## src/rtl/ram_arbiter_if.sv

```systemverilog
// rtl/ram_arbiter_if.sv - requester A/B handshake and RAM port bundle for ram_arbiter
interface ram_arbiter_if #(
  parameter int WIDTH  = 16,
  parameter int ADDR_W = 7
);
  logic              a_req;
  logic              a_we;
  logic [ADDR_W-1:0] a_add;
  logic [WIDTH-1:0]  a_wdata;
  logic              a_ack;
  logic [WIDTH-1:0]  a_rdata;

  logic              b_req;
  logic              b_we;
  logic [ADDR_W-1:0] b_add;
  logic [WIDTH-1:0]  b_wdata;
  logic              b_ack;
  logic [WIDTH-1:0]  b_rdata;

  logic [WIDTH-1:0]  ram_out;
  logic [WIDTH-1:0]  ram_in;
  logic [ADDR_W-1:0] ram_add;
  logic              write;

  // arbiter side
  modport slave (
    input  a_req, a_we, a_add, a_wdata,
    output a_ack, a_rdata,
    input  b_req, b_we, b_add, b_wdata,
    output b_ack, b_rdata,
    input  ram_out,
    output ram_in, ram_add, write
  );

  // requesters plus the RAM itself
  modport master (
    output a_req, a_we, a_add, a_wdata,
    input  a_ack, a_rdata,
    output b_req, b_we, b_add, b_wdata,
    input  b_ack, b_rdata,
    output ram_out,
    input  ram_in, ram_add, write
  );
endinterface

```

## src/rtl/ram_arbiter.sv

```systemverilog
// rtl/ram_arbiter.sv - round-robin two-port arbiter and post-reset clear sequencer for the 128x16 data RAM
module ram_arbiter #(
  parameter int WIDTH          = 16,
  parameter int ADDR_W         = 7,
  parameter int DEPTH          = 128,
  parameter bit CLEAR_ON_RESET = 1'b1
) (
  input  logic          clock,
  input  logic          reset_n,
  output logic          busy,
  ram_arbiter_if.slave  bus
);

  typedef enum logic {CLEAR, RUN} state_t;

  localparam state_t            RESET_STATE = CLEAR_ON_RESET ? CLEAR : RUN;
  localparam logic [ADDR_W-1:0] LAST_ADD    = ADDR_W'(DEPTH - 1);
  localparam logic              PORT_A      = 1'b0;
  localparam logic              PORT_B      = 1'b1;

  state_t            state, state_nxt;
  logic [ADDR_W-1:0] counter;
  logic [ADDR_W-1:0] hold_add;
  logic [WIDTH-1:0]  hold_din;
  logic              last_grant;
  logic              elig_a, elig_b;
  logic              grant_a, grant_b;

  always_ff @(posedge clock or negedge reset_n) begin
    if (!reset_n) state <= RESET_STATE;
    else          state <= state_nxt;
  end

  always_comb begin
    state_nxt = state;
    if (state == CLEAR && counter == LAST_ADD) state_nxt = RUN;
  end

  // Outputs are gated by reset_n so write/address drop the moment reset asserts.
  always_comb begin
    busy        = (state == CLEAR);
    elig_a      = bus.a_req & ~bus.a_ack;
    elig_b      = bus.b_req & ~bus.b_ack;
    grant_a     = 1'b0;
    grant_b     = 1'b0;
    bus.write   = 1'b0;
    bus.ram_add = hold_add;
    bus.ram_in  = hold_din;
    if (reset_n) begin
      if (state == CLEAR) begin
        bus.write   = 1'b1;
        bus.ram_add = counter;
        bus.ram_in  = '0;
      end else begin
        grant_a = elig_a & (~elig_b | (last_grant == PORT_B));
        grant_b = elig_b & ~grant_a;
        if (grant_a) begin
          bus.write   = bus.a_we;
          bus.ram_add = bus.a_add;
          bus.ram_in  = bus.a_wdata;
        end else if (grant_b) begin
          bus.write   = bus.b_we;
          bus.ram_add = bus.b_add;
          bus.ram_in  = bus.b_wdata;
        end
      end
    end
  end

  always_ff @(posedge clock or negedge reset_n) begin
    if (!reset_n) begin
      counter     <= '0;
      hold_add    <= '0;
      hold_din    <= '0;
      last_grant  <= PORT_B;
      bus.a_ack   <= 1'b0;
      bus.b_ack   <= 1'b0;
      bus.a_rdata <= '0;
      bus.b_rdata <= '0;
    end else begin
      hold_add  <= bus.ram_add;
      hold_din  <= bus.ram_in;
      bus.a_ack <= grant_a;
      bus.b_ack <= grant_b;
      if (state == CLEAR)          counter     <= counter + ADDR_W'(1);
      if (grant_a && !bus.a_we)    bus.a_rdata <= bus.ram_out;
      if (grant_b && !bus.b_we)    bus.b_rdata <= bus.ram_out;
      if (grant_a)                 last_grant  <= PORT_A;
      else if (grant_b)            last_grant  <= PORT_B;
    end
  end

endmodule
```

## src/flat_wrapper.sv

```systemverilog
// flat-port wrapper written by rule: the top's interface ports become plain ports
module ram_arbiter_flat 
#(
  parameter int WIDTH          = 16,
  parameter int ADDR_W         = 7,
  parameter int DEPTH          = 128,
  parameter bit CLEAR_ON_RESET = 1'b1
)
  (clock, reset_n, busy, bus_a_req, bus_a_we, bus_a_add, bus_a_wdata, bus_a_ack, bus_a_rdata, bus_b_req, bus_b_we, bus_b_add, bus_b_wdata, bus_b_ack, bus_b_rdata, bus_ram_out, bus_ram_in, bus_ram_add, bus_write);
  ram_arbiter_if #(.WIDTH(WIDTH), .ADDR_W(ADDR_W)) bus_i ();
  input  logic clock;
  input  logic reset_n;
  output logic busy;
  input wire logic [$bits(bus_i.a_req)-1:0] bus_a_req;
  input wire logic [$bits(bus_i.a_we)-1:0] bus_a_we;
  input wire logic [$bits(bus_i.a_add)-1:0] bus_a_add;
  input wire logic [$bits(bus_i.a_wdata)-1:0] bus_a_wdata;
  output wire logic [$bits(bus_i.a_ack)-1:0] bus_a_ack;
  output wire logic [$bits(bus_i.a_rdata)-1:0] bus_a_rdata;
  input wire logic [$bits(bus_i.b_req)-1:0] bus_b_req;
  input wire logic [$bits(bus_i.b_we)-1:0] bus_b_we;
  input wire logic [$bits(bus_i.b_add)-1:0] bus_b_add;
  input wire logic [$bits(bus_i.b_wdata)-1:0] bus_b_wdata;
  output wire logic [$bits(bus_i.b_ack)-1:0] bus_b_ack;
  output wire logic [$bits(bus_i.b_rdata)-1:0] bus_b_rdata;
  input wire logic [$bits(bus_i.ram_out)-1:0] bus_ram_out;
  output wire logic [$bits(bus_i.ram_in)-1:0] bus_ram_in;
  output wire logic [$bits(bus_i.ram_add)-1:0] bus_ram_add;
  output wire logic [$bits(bus_i.write)-1:0] bus_write;
  assign bus_i.a_req = bus_a_req;
  assign bus_i.a_we = bus_a_we;
  assign bus_i.a_add = bus_a_add;
  assign bus_i.a_wdata = bus_a_wdata;
  assign bus_a_ack = bus_i.a_ack;
  assign bus_a_rdata = bus_i.a_rdata;
  assign bus_i.b_req = bus_b_req;
  assign bus_i.b_we = bus_b_we;
  assign bus_i.b_add = bus_b_add;
  assign bus_i.b_wdata = bus_b_wdata;
  assign bus_b_ack = bus_i.b_ack;
  assign bus_b_rdata = bus_i.b_rdata;
  assign bus_i.ram_out = bus_ram_out;
  assign bus_ram_in = bus_i.ram_in;
  assign bus_ram_add = bus_i.ram_add;
  assign bus_write = bus_i.write;
  ram_arbiter #(.WIDTH(WIDTH), .ADDR_W(ADDR_W), .DEPTH(DEPTH), .CLEAR_ON_RESET(CLEAR_ON_RESET)) u_core (.clock(clock), .reset_n(reset_n), .busy(busy), .bus(bus_i));
endmodule
```

## config.mk

```make
export PLATFORM = sky130hd
export DESIGN_NAME = ram_arbiter_flat
export DESIGN_NICKNAME = d
export VERILOG_FILES = /design/src/rtl/ram_arbiter_if.sv /design/src/rtl/ram_arbiter.sv /design/src/flat_wrapper.sv
export SDC_FILE = /design/constraint.sdc
export NUM_CORES = 1
export LEC_CHECK = 0
export ABC_CLOCK_PERIOD_IN_PS = 4400
export BUFFER_PORTS_ARGS = -buffer_cell sky130_fd_sc_hd__buf_2
export CAP_MARGIN = 20
export CELL_PAD_IN_SITES_DETAIL_PLACEMENT = 0
export CELL_PAD_IN_SITES_GLOBAL_PLACEMENT = 2
export CORE_ASPECT_RATIO = 1.1
export CORE_MARGIN = 3
export CORE_UTILIZATION = 32
export CTS_BUF_LIST = sky130_fd_sc_hd__clkbuf_16
export DETAILED_ROUTE_END_ITERATION = 8
export GPL_TIMING_DRIVEN = 0
export PLACE_DENSITY_LB_ADDON = 0.05
export SETUP_SLACK_MARGIN = 0.2
export SLEW_MARGIN = 20
export SYNTH_ARGS = -nofsm -noshare
export SYNTH_HDL_FRONTEND = slang
export SYNTH_SLANG_ARGS = --single-unit
```

## constraint.sdc

```tcl
create_clock -name clock -period 4.4 [get_ports clock]
set_input_delay 1.32 -clock clock [delete_from_list [all_inputs] [get_ports clock]]
set_output_delay 1.32 -clock clock [all_outputs]
set_load 0.02 [all_outputs]
```

Yosys cells after proc, flatten, opt, wreduce, memory -nomap -nowiden --
Index checks and enable logic that the tools add are counted.
Operators by class: equal/unequal tests 1, $lt $le $gt $ge 0, multipliers 0, add/sub/neg operators 1, divide/modulo/power cells 0, reductions and logical operators 6, multiplexer cells 18, shift operators 0, bitwise gates (word level) 10
Operator list (count):
- 16-bit 2-to-1 mux | 4
- 7-bit 2-to-1 mux | 4
- 1-bit 2-to-1 mux | 10
- 7-bit by 1-bit adder with 7-bit output, second input constant | 1
- 7-bit equality test, second input constant | 1
- 1-bit inverter | 5
- 1-bit bitwise AND | 4
- 1-bit logical AND | 3
- 1-bit zero test | 2
- 2-bit nonzero test | 1
- 1-bit bitwise OR | 1
Storage, ports and cells: bits in writable memories 0, ROM bits 0, flip-flop bits (word level) 66, logic and storage cells 45, latch bits 0, memories 0, bits of input ports 68

Depth between registers and ports, before layout --
Gate-level depths: netlist of the first run.
depth after elaboration 11, mapped depth 6

Worst setup path after synthesis of the first run --
No wires, ideal clock.
path kind input to output, start input port bus_b_req, end output port bus_ram_in[0], path slack 546 ps, stages 5, arrival 2534 ps, cell sequence nand2b_1 -> buf_6 -> o21a_1 -> clkbuf_1 -> o31ai_1
Between the ends: cells in the longest elaborated chain, start to end 10
RTL lines:
- start: declaration | RTL line flat_wrapper.sv:20 | input wire logic [$bits(bus_i.b_req)-1:0] bus_b_req;
- 1-bit bitwise AND * | RTL line ram_arbiter.sv:43 | elig_b = bus.b_req & ~bus.b_ack;
- 1-bit inverter | RTL line ram_arbiter.sv:55 | grant_a = elig_a & (~elig_b | (last_grant == PORT_B));
- 1-bit bitwise OR | RTL line ram_arbiter.sv:55
- 1-bit bitwise AND | RTL line ram_arbiter.sv:55
- 1-bit inverter | RTL line ram_arbiter.sv:56 | grant_b = elig_b & ~grant_a;
- 1-bit bitwise AND | RTL line ram_arbiter.sv:56
- 16-bit 2-to-1 mux | RTL line ram_arbiter.sv:61 | end else if (grant_b) begin
- 16-bit 2-to-1 mux * | RTL line ram_arbiter.sv:57 | if (grant_a) begin
- 16-bit 2-to-1 mux * | RTL line ram_arbiter.sv:50 | if (state == CLEAR) begin
- 16-bit 2-to-1 mux * | RTL line ram_arbiter.sv:49 | if (reset_n) begin
- end: declaration | RTL line flat_wrapper.sv:27 | output wire logic [$bits(bus_i.ram_in)-1:0] bus_ram_in;
Every way passes the cells marked *; elsewhere a longest branch is shown, timed or not.

Worst setup path in the final report of the first run --
start input port reset_n, end output port bus_ram_in[15]
Between the ends: cells in the longest elaborated chain, start to end 1
RTL lines:
- start: declaration | RTL line flat_wrapper.sv:12 | input logic reset_n;
- 16-bit 2-to-1 mux | RTL line ram_arbiter.sv:49
No other way between the ends.

==> metrics.csv, run 1 <==
metric;value;unit
post-synthesis simple-gate area fraction;5.594;%
nets;445;
Initial Util;33.60;%
xor and xnor fraction of the mapped netlist area;1.728;%
layout overhead on the synthesized area;39.33;%
period utilisation layout;92.35;%
most common cell after layout, fill and taps aside;buf_2;
vias per cell;5.097;
WL final;8.885;mm
mux contribution to synthesized area;17.81;%
Synth Register Bits;66;
syn_nets;306;
CP endpoint kind;output pin;
maximum number of pins on one net before global-route repair;25;
antenna fix cells;0;
Reg2Reg Depth;5;
met1 Use GR;20.40;%
Antenna Nets Post-Route;0;
num rows;36;
total CTS buffers;9;
Top Usage Layer GRT;met2;
ys async rst share;100.0;%
Worst Skew;0.005549;ns
Die W;98.96;um
initial antenna violation count;0;
worst endpoint required time;3.08;ns
via count;2523;
Ports;127;
syn avg cell area;12.83;um2
Fillers;880;
Tot GR Track Use;16.74;%
worst reg2reg startpoint;u_core.bus.a_ack;
Slew @ Worst Pin;0.6103;ns
Pins Over Slew Limit;0;
Die Y;108.3;um
Yosys cell types;37;
Cell Area, Synth;3042;um2
post-synthesis sequential area ratio;54.34;%
clk sinks;66;
r2r setup slk;2.59;ns
CP peak stage delay;0.32;ns
clock latency on the worst-skew pair;0.32;ns
Hold Path Class;flop to flop;
TritonCTS clock tree;built;
final hold violations;0;
Post-DP HPWL;6.381;mm
CTS clk-pin slew, worst paths;0.06;ns
# Max-Cap Violations;0;
WP data arrival;2.74;ns
Slowest-stage cell, CP;o31ai_1;
CTS root buffer;clkbuf_16;
commonest non-fill, non-tap cells in the layout;129 x buf_2, 65 x dfrtp_1, 33 x mux2_2, 17 x mux2i_1, 17 x a32oi_1;
Synth Area in Compound Gates;16.70;%
status;finished clean;
WL/cell;17.95;um
met3 usage;5.742;%
DP Worst Slack;-0.1391;ns
cells after synthesis;237;
vias in the first global route;2626;
Yosys warning total;0;
largest family of logic cells by synthesized area;multiplexers;
GPL Wtd Cong;0.7979;
global-route wire length before repair;13.83;mm
layout cell share with drive strength beyond 1;53.54;%
adder-cell share of the synthesized area;0.4114;%
Max Fclk;246.1;MHz
r2r endpoint;u_core.bus.a_rdata[12];
Critical Path Source Type;input pin;
WHS Endpoint;u_core.counter[5];
RSZ-0062 raised after global routing;yes;
critical path fanouts, max;24;
H-Tree Depth;3;
CP cell instances;buf_8, buf_16, nand2_1, clkbuf_4, o31ai_1, buf_2;
EDFF count, synth;0;
die area;10710;um2
CTS max path bufs;2;
setup_tns;0;ns
Final min period;4.063;ns
GRT met2 Usage;27.50;%
Synth Flop Type;dfrtp_1;
final worst slack;0.3366;ns
Top delay family on crit path;buffers and inverters;
worst IR drop on VDD;0.0002394;V
PortBufs;126;
worst setup path start;reset_n;
final setup fails;0;
core area;9054;um2
CP Class;input pin to output pin;
Initial DRT Pass Iterations;4;
Slew HR;59.31;%
LEAKAGE;0.002188;uW
Worst Hold Depth;1;
WP buf/inv;4;
DRC errors left;0;
post-layout util;46.81;%
Starting DRT DRC Count;76;
hold path startpoint;u_core.counter[5];
global route total overflow;0;
Post-CTS Hold Fix Bufs;0;
post-CTS setup buffer count;0;
pwr/cell area;336.3;nW/um2
[where the power goes]
part / leakage [uW] / switching (uW) / internal [uW]
sequential: 0.000891 / 2.73 / 611
clock: 0.000135 / 265 / 436
combinational: 0.00116 / 62.8 / 47.9
total: 0.00219 / 330 / 1090
[worst reg2reg max path, stage by stage, from the launching register on]
cell and delay (ns):
dfrtp_1 0.37, and2b_1 0.25, o21ai_4 0.10, nor3_4 0.40
buf_6 0.22, mux2_2 0.35
[worst max path at each step]
| stage | endpoint | slack [ns] | depth (start not counted) |
|---|---|---|---|
| after global routing | bus_ram_in[15] | 0.17 | 6 |
| after floorplan | bus_ram_in[0] | 0.55 | 5 |
| after CTS | bus_ram_add[4] | 0.20 | 7 |
| after global placement | bus_ram_add[3] | -1.23 | 7 |
| final | bus_ram_in[15] | 0.34 | 6 |
| after detailed placement | bus_ram_add[4] | -0.14 | 7 |
[metal layers]
layer	share of wire (%)	vias to the layer above
met3	8.5	8
met1	41	1224
met5	0	-
met4	1.3	0
met2	49	93
li1	-	1198
[cell usage after synthesis, drive strengths merged (2+ instances only)]
library cell,instances,area (um2)
xnor2,5,43.79
a32oi,17,148.9
nand2,6,22.52
clkbuf,7,26.28
mux2i,17,170.2
inv,4,15.01
buf,9,62.55
o31ai,16,120.1
nand3,4,20.02
nor2b,2,12.51
o22ai,6,37.54
o211ai,5,37.54
and2b,2,15.01
mux2,33,371.6
nor3,2,32.53
nor2,8,32.54
o21a,2,15.01
o2111ai,5,43.79
dfrtp,65,1627
a22oi,4,30.03
a21oi,2,10.01
nand2b,2,12.51
o21ai,5,36.29
[sequential cells by signal, summed over array words and instances, names as in the netlist]
signal	flops
u_core.last_grant	1
u_core.hold_add	7
u_core.counter	7
u_core.bus.b_ack	1
u_core.bus.a_ack	1
u_core.bus.a_rdata	16
u_core.bus.b_rdata	16
u_core.state	1
u_core.hold_din	16
[what timing repair did]
item	CTS	global route
setup endpoints to repair	23	22
hold endpoints to repair	0	0
cloned	1	0
gates resized for setup	12	12
[cells by family (layout without fill, tap and decap cells)]
| logic type | Yosys count | in the layout |
|---|---|---|
| AO/OA/AOI/OAI | 65 | 65 |
| XOR/XNOR | 6 | 6 |
| adder cells (fa/ha/maj) | 1 | 1 |
| buffers and inverters | 20 | 164 |
| flip-flops | 66 | 66 |
| multiplexers | 50 | 50 |
| AND/OR/NAND/NOR | 29 | 29 |
[final cells by class]
| cell class | count | area, um2 | area share (%) |
|---|---|---|---|
| Clock inverter | 7 | 70.07 | 1.653 |
| Multi-Input combinational cell | 151 | 1328 | 31.33 |
| Inverter | 4 | 15.01 | 0.3543 |
| Buffer | 16 | 103.9 | 2.451 |
| Timing Repair Buffer | 128 | 700.7 | 16.53 |
| Tap cell | 114 | 142.6 | 3.366 |
| Sequential cell | 66 | 1653 | 39.00 |
| Clock buffer | 9 | 225.2 | 5.314 |
[through the flow]
step	cell area, um2	hold WS, ns	std cells	power [uW]
final	4238	0.4888	495	1425
after global routing	4238	0.5202	495	1486
after CTS	4214	0.4911	495	1448
after detailed placement	3845	0.4834	478	730.0
after global placement	3815	0.4837	477	726.4
after floorplan	3042	0.4564	237	665.6
No activity file was read; power rests on OpenSTA's default activity.
==> run 2, diff against run 1 <==
- CORE_MARGIN: 3 -> default
==> run 2 against run 1 <==
Against the previous run: highest routed layer unchanged; design area increased by 2.4%; sequential cell count unchanged; utilization increased by 1.1 points; non-clock buffer count increased by 2; critical endpoint is now bus_ram_add[5]; fmax decreased by 0.23%.
==> metrics.csv, run 2 (same netlist as run 1, synthesis figures left out) <==
metric;value;unit;change
global-route wire length before repair;13.80;mm;-0.20%
PortBufs;126;;unchanged
Tot GR Track Use;18.62;%;+1.9 points
Fillers;854;;-3.0%
WP data arrival;2.75;ns;about the same
critical path fanouts, max;19;;-21%
Power, Total;1606;uW;+13%
commonest non-fill, non-tap cells in the layout;129 x buf_2, 65 x dfrtp_1, 33 x mux2_2, 17 x mux2i_1, 17 x a32oi_1;;
period utilisation layout;92.57;%;+0.21 points
Initial Util;33.60;%;unchanged
via count;2526;;+0.12%
RSZ-0062 raised after global routing;yes;;
worst IR drop on VDD;0.0001775;V;-26%
WL/cell;17.73;um;-1.2%
Die Y;104.3;um;-3.7%
GPL Wtd Cong;0.7253;;-9.1%
DRC errors left;0;;unchanged
initial antenna violation count;0;;unchanged
LEAKAGE;0.002249;uW;+2.8%
Top Registers;u_core.bus.a_rdata x16, u_core.bus.b_rdata x16, u_core.hold_din x16;;
Worst Skew;0.007936;ns;+0.002386 ns
maximum number of pins on one net before global-route repair;27;;+8.0%
Slew HR;61.69;%;+2.4 points
Die W;94.96;um;-4.0%
Final min period;4.073;ns;+0.009456 ns
num rows;36;;unchanged
antenna fix cells;0;;unchanged
post-layout util;47.94;%;+1.1 points
worst endpoint required time;3.08;ns;about the same
Critical Path Source Type;input pin;;
nets;447;;+0.45%
Initial DRT Pass Iterations;4;;unchanged
Hold Path Class;flop to flop;;
vias per cell;5.082;;-0.28%
TritonCTS clock tree;built;;
final setup fails;0;;unchanged
Max Fclk;245.5;MHz;-0.23%
layout overhead on the synthesized area;42.70;%;
pwr/cell area;370.0;nW/um2;+10%
final hold violations;0;;unchanged
global route total overflow;0;;unchanged
WL final;8.813;mm;-0.81%
Slew @ Worst Pin;0.5746;ns;-0.03568 ns
CP Class;input pin to output pin;;
Post-CTS Hold Fix Bufs;0;;unchanged
clock latency on the worst-skew pair;0.33;ns;about the same
CP endpoint kind;output pin;;
vias in the first global route;2658;;+1.2%
Antenna Nets Post-Route;0;;unchanged
Starting DRT DRC Count;101;;+33%
# Max-Cap Violations;0;;unchanged
die area;9900;um2;-7.6%
H-Tree Depth;3;;unchanged
Pins Over Slew Limit;0;;unchanged
CTS root buffer;clkbuf_16;;
CTS max path bufs;2;;unchanged
Ports;127;;unchanged
total CTS buffers;9;;unchanged
status;finished clean;;
CTS clk-pin slew, worst paths;0.06;ns;about the same
setup_tns;0;ns;unchanged
clk sinks;66;;unchanged
core area;9054;um2;unchanged
layout cell share with drive strength beyond 1;53.79;%;+0.24 points
Post-DP HPWL;6.145;mm;-3.7%
most common cell after layout, fill and taps aside;buf_2;;
run 2: cell count changes in the layout (fill, tap and decap cells not counted), sizes merged:
cell / before / now
buf: 136 / 137
clkbuf: 16 / 17
bufinv: 1 / 4
clkinvlp: 3 / 0
run 2: path summary, 6_finish.rpt:
kind / from / to / slack, ns / depth (start not counted)
min: u_core.counter[5] / u_core.counter[5] / 0.49 / 1
min reg2reg: u_core.counter[5] / u_core.counter[5] / 0.49 / 1
min in group asynchronous: reset_n / u_core.hold_din[8] / 0.83 / 1
max in group asynchronous: reset_n / u_core.counter[6] / 3.03 / 2
max: reset_n / bus_ram_add[5] / 0.33 / 8
max reg2reg: u_core.bus.a_ack / u_core.bus.a_rdata[12] / 2.59 / 5
run 2: power breakdown:
part           switching (uW)  internal, uW
registers                2.79           611
clock network             267           611
logic                    64.6          50.3
total                     334          1270
run 2: routing by layer:
layer	track usage [%]	share of wire [%]
met1	22.94	44
met2	30.11	47
met3	6.652	8.2
met4	5.736	1.3
met5	0	0
run 2: layout make-up:
type | instances | area (um2) | share of cell area [%]
flip-flops and latches | 66 | 1653 | 38.08
multi-input cells | 151 | 1325 | 30.53
repair buffers | 130 | 733.2 | 16.89
clock buffers | 9 | 225.2 | 5.189
well taps | 114 | 142.6 | 3.286
clock inverters | 7 | 141.4 | 3.257
plain buffers | 16 | 105.1 | 2.421
inverters | 4 | 15.01 | 0.3459
run 2: per-stage QoR:
| stage | hold WS [ns] | instances | cell area, um2 | setup WS [ns] |
|---|---|---|---|---|
| 2_1_floorplan | 0.4564 | 237 | 3042 | 0.5462 |
| 3_3_place_gp | 0.4792 | 477 | 3815 | -1.215 |
| 3_5_place_dp | 0.4892 | 478 | 3845 | -0.4318 |
| 4_1_cts | 0.5004 | 496 | 4283 | 0.1944 |
| 5_1_grt | 0.5182 | 497 | 4340 | 0.1850 |
| 6_report | 0.4946 | 497 | 4340 | 0.3271 |
run 2: repair_timing:
item / in CTS / in global routing
pin swaps: 2 / 1
endpoints found under the setup margin: 24 / 22
hold endpoints to repair: 0 / 0
cloned: 1 / 1
resized for setup: 11 / 13
buffers inserted: 1 / 0
run 2: worst max-delay path, stage by stage:
cell      delay [ns]
buf_8           0.19
buf_16          0.17
buf_6           0.16
inv_2           0.10
nor2_4          0.23
o22ai_1         0.13
o211ai_1        0.23
buf_2           0.21
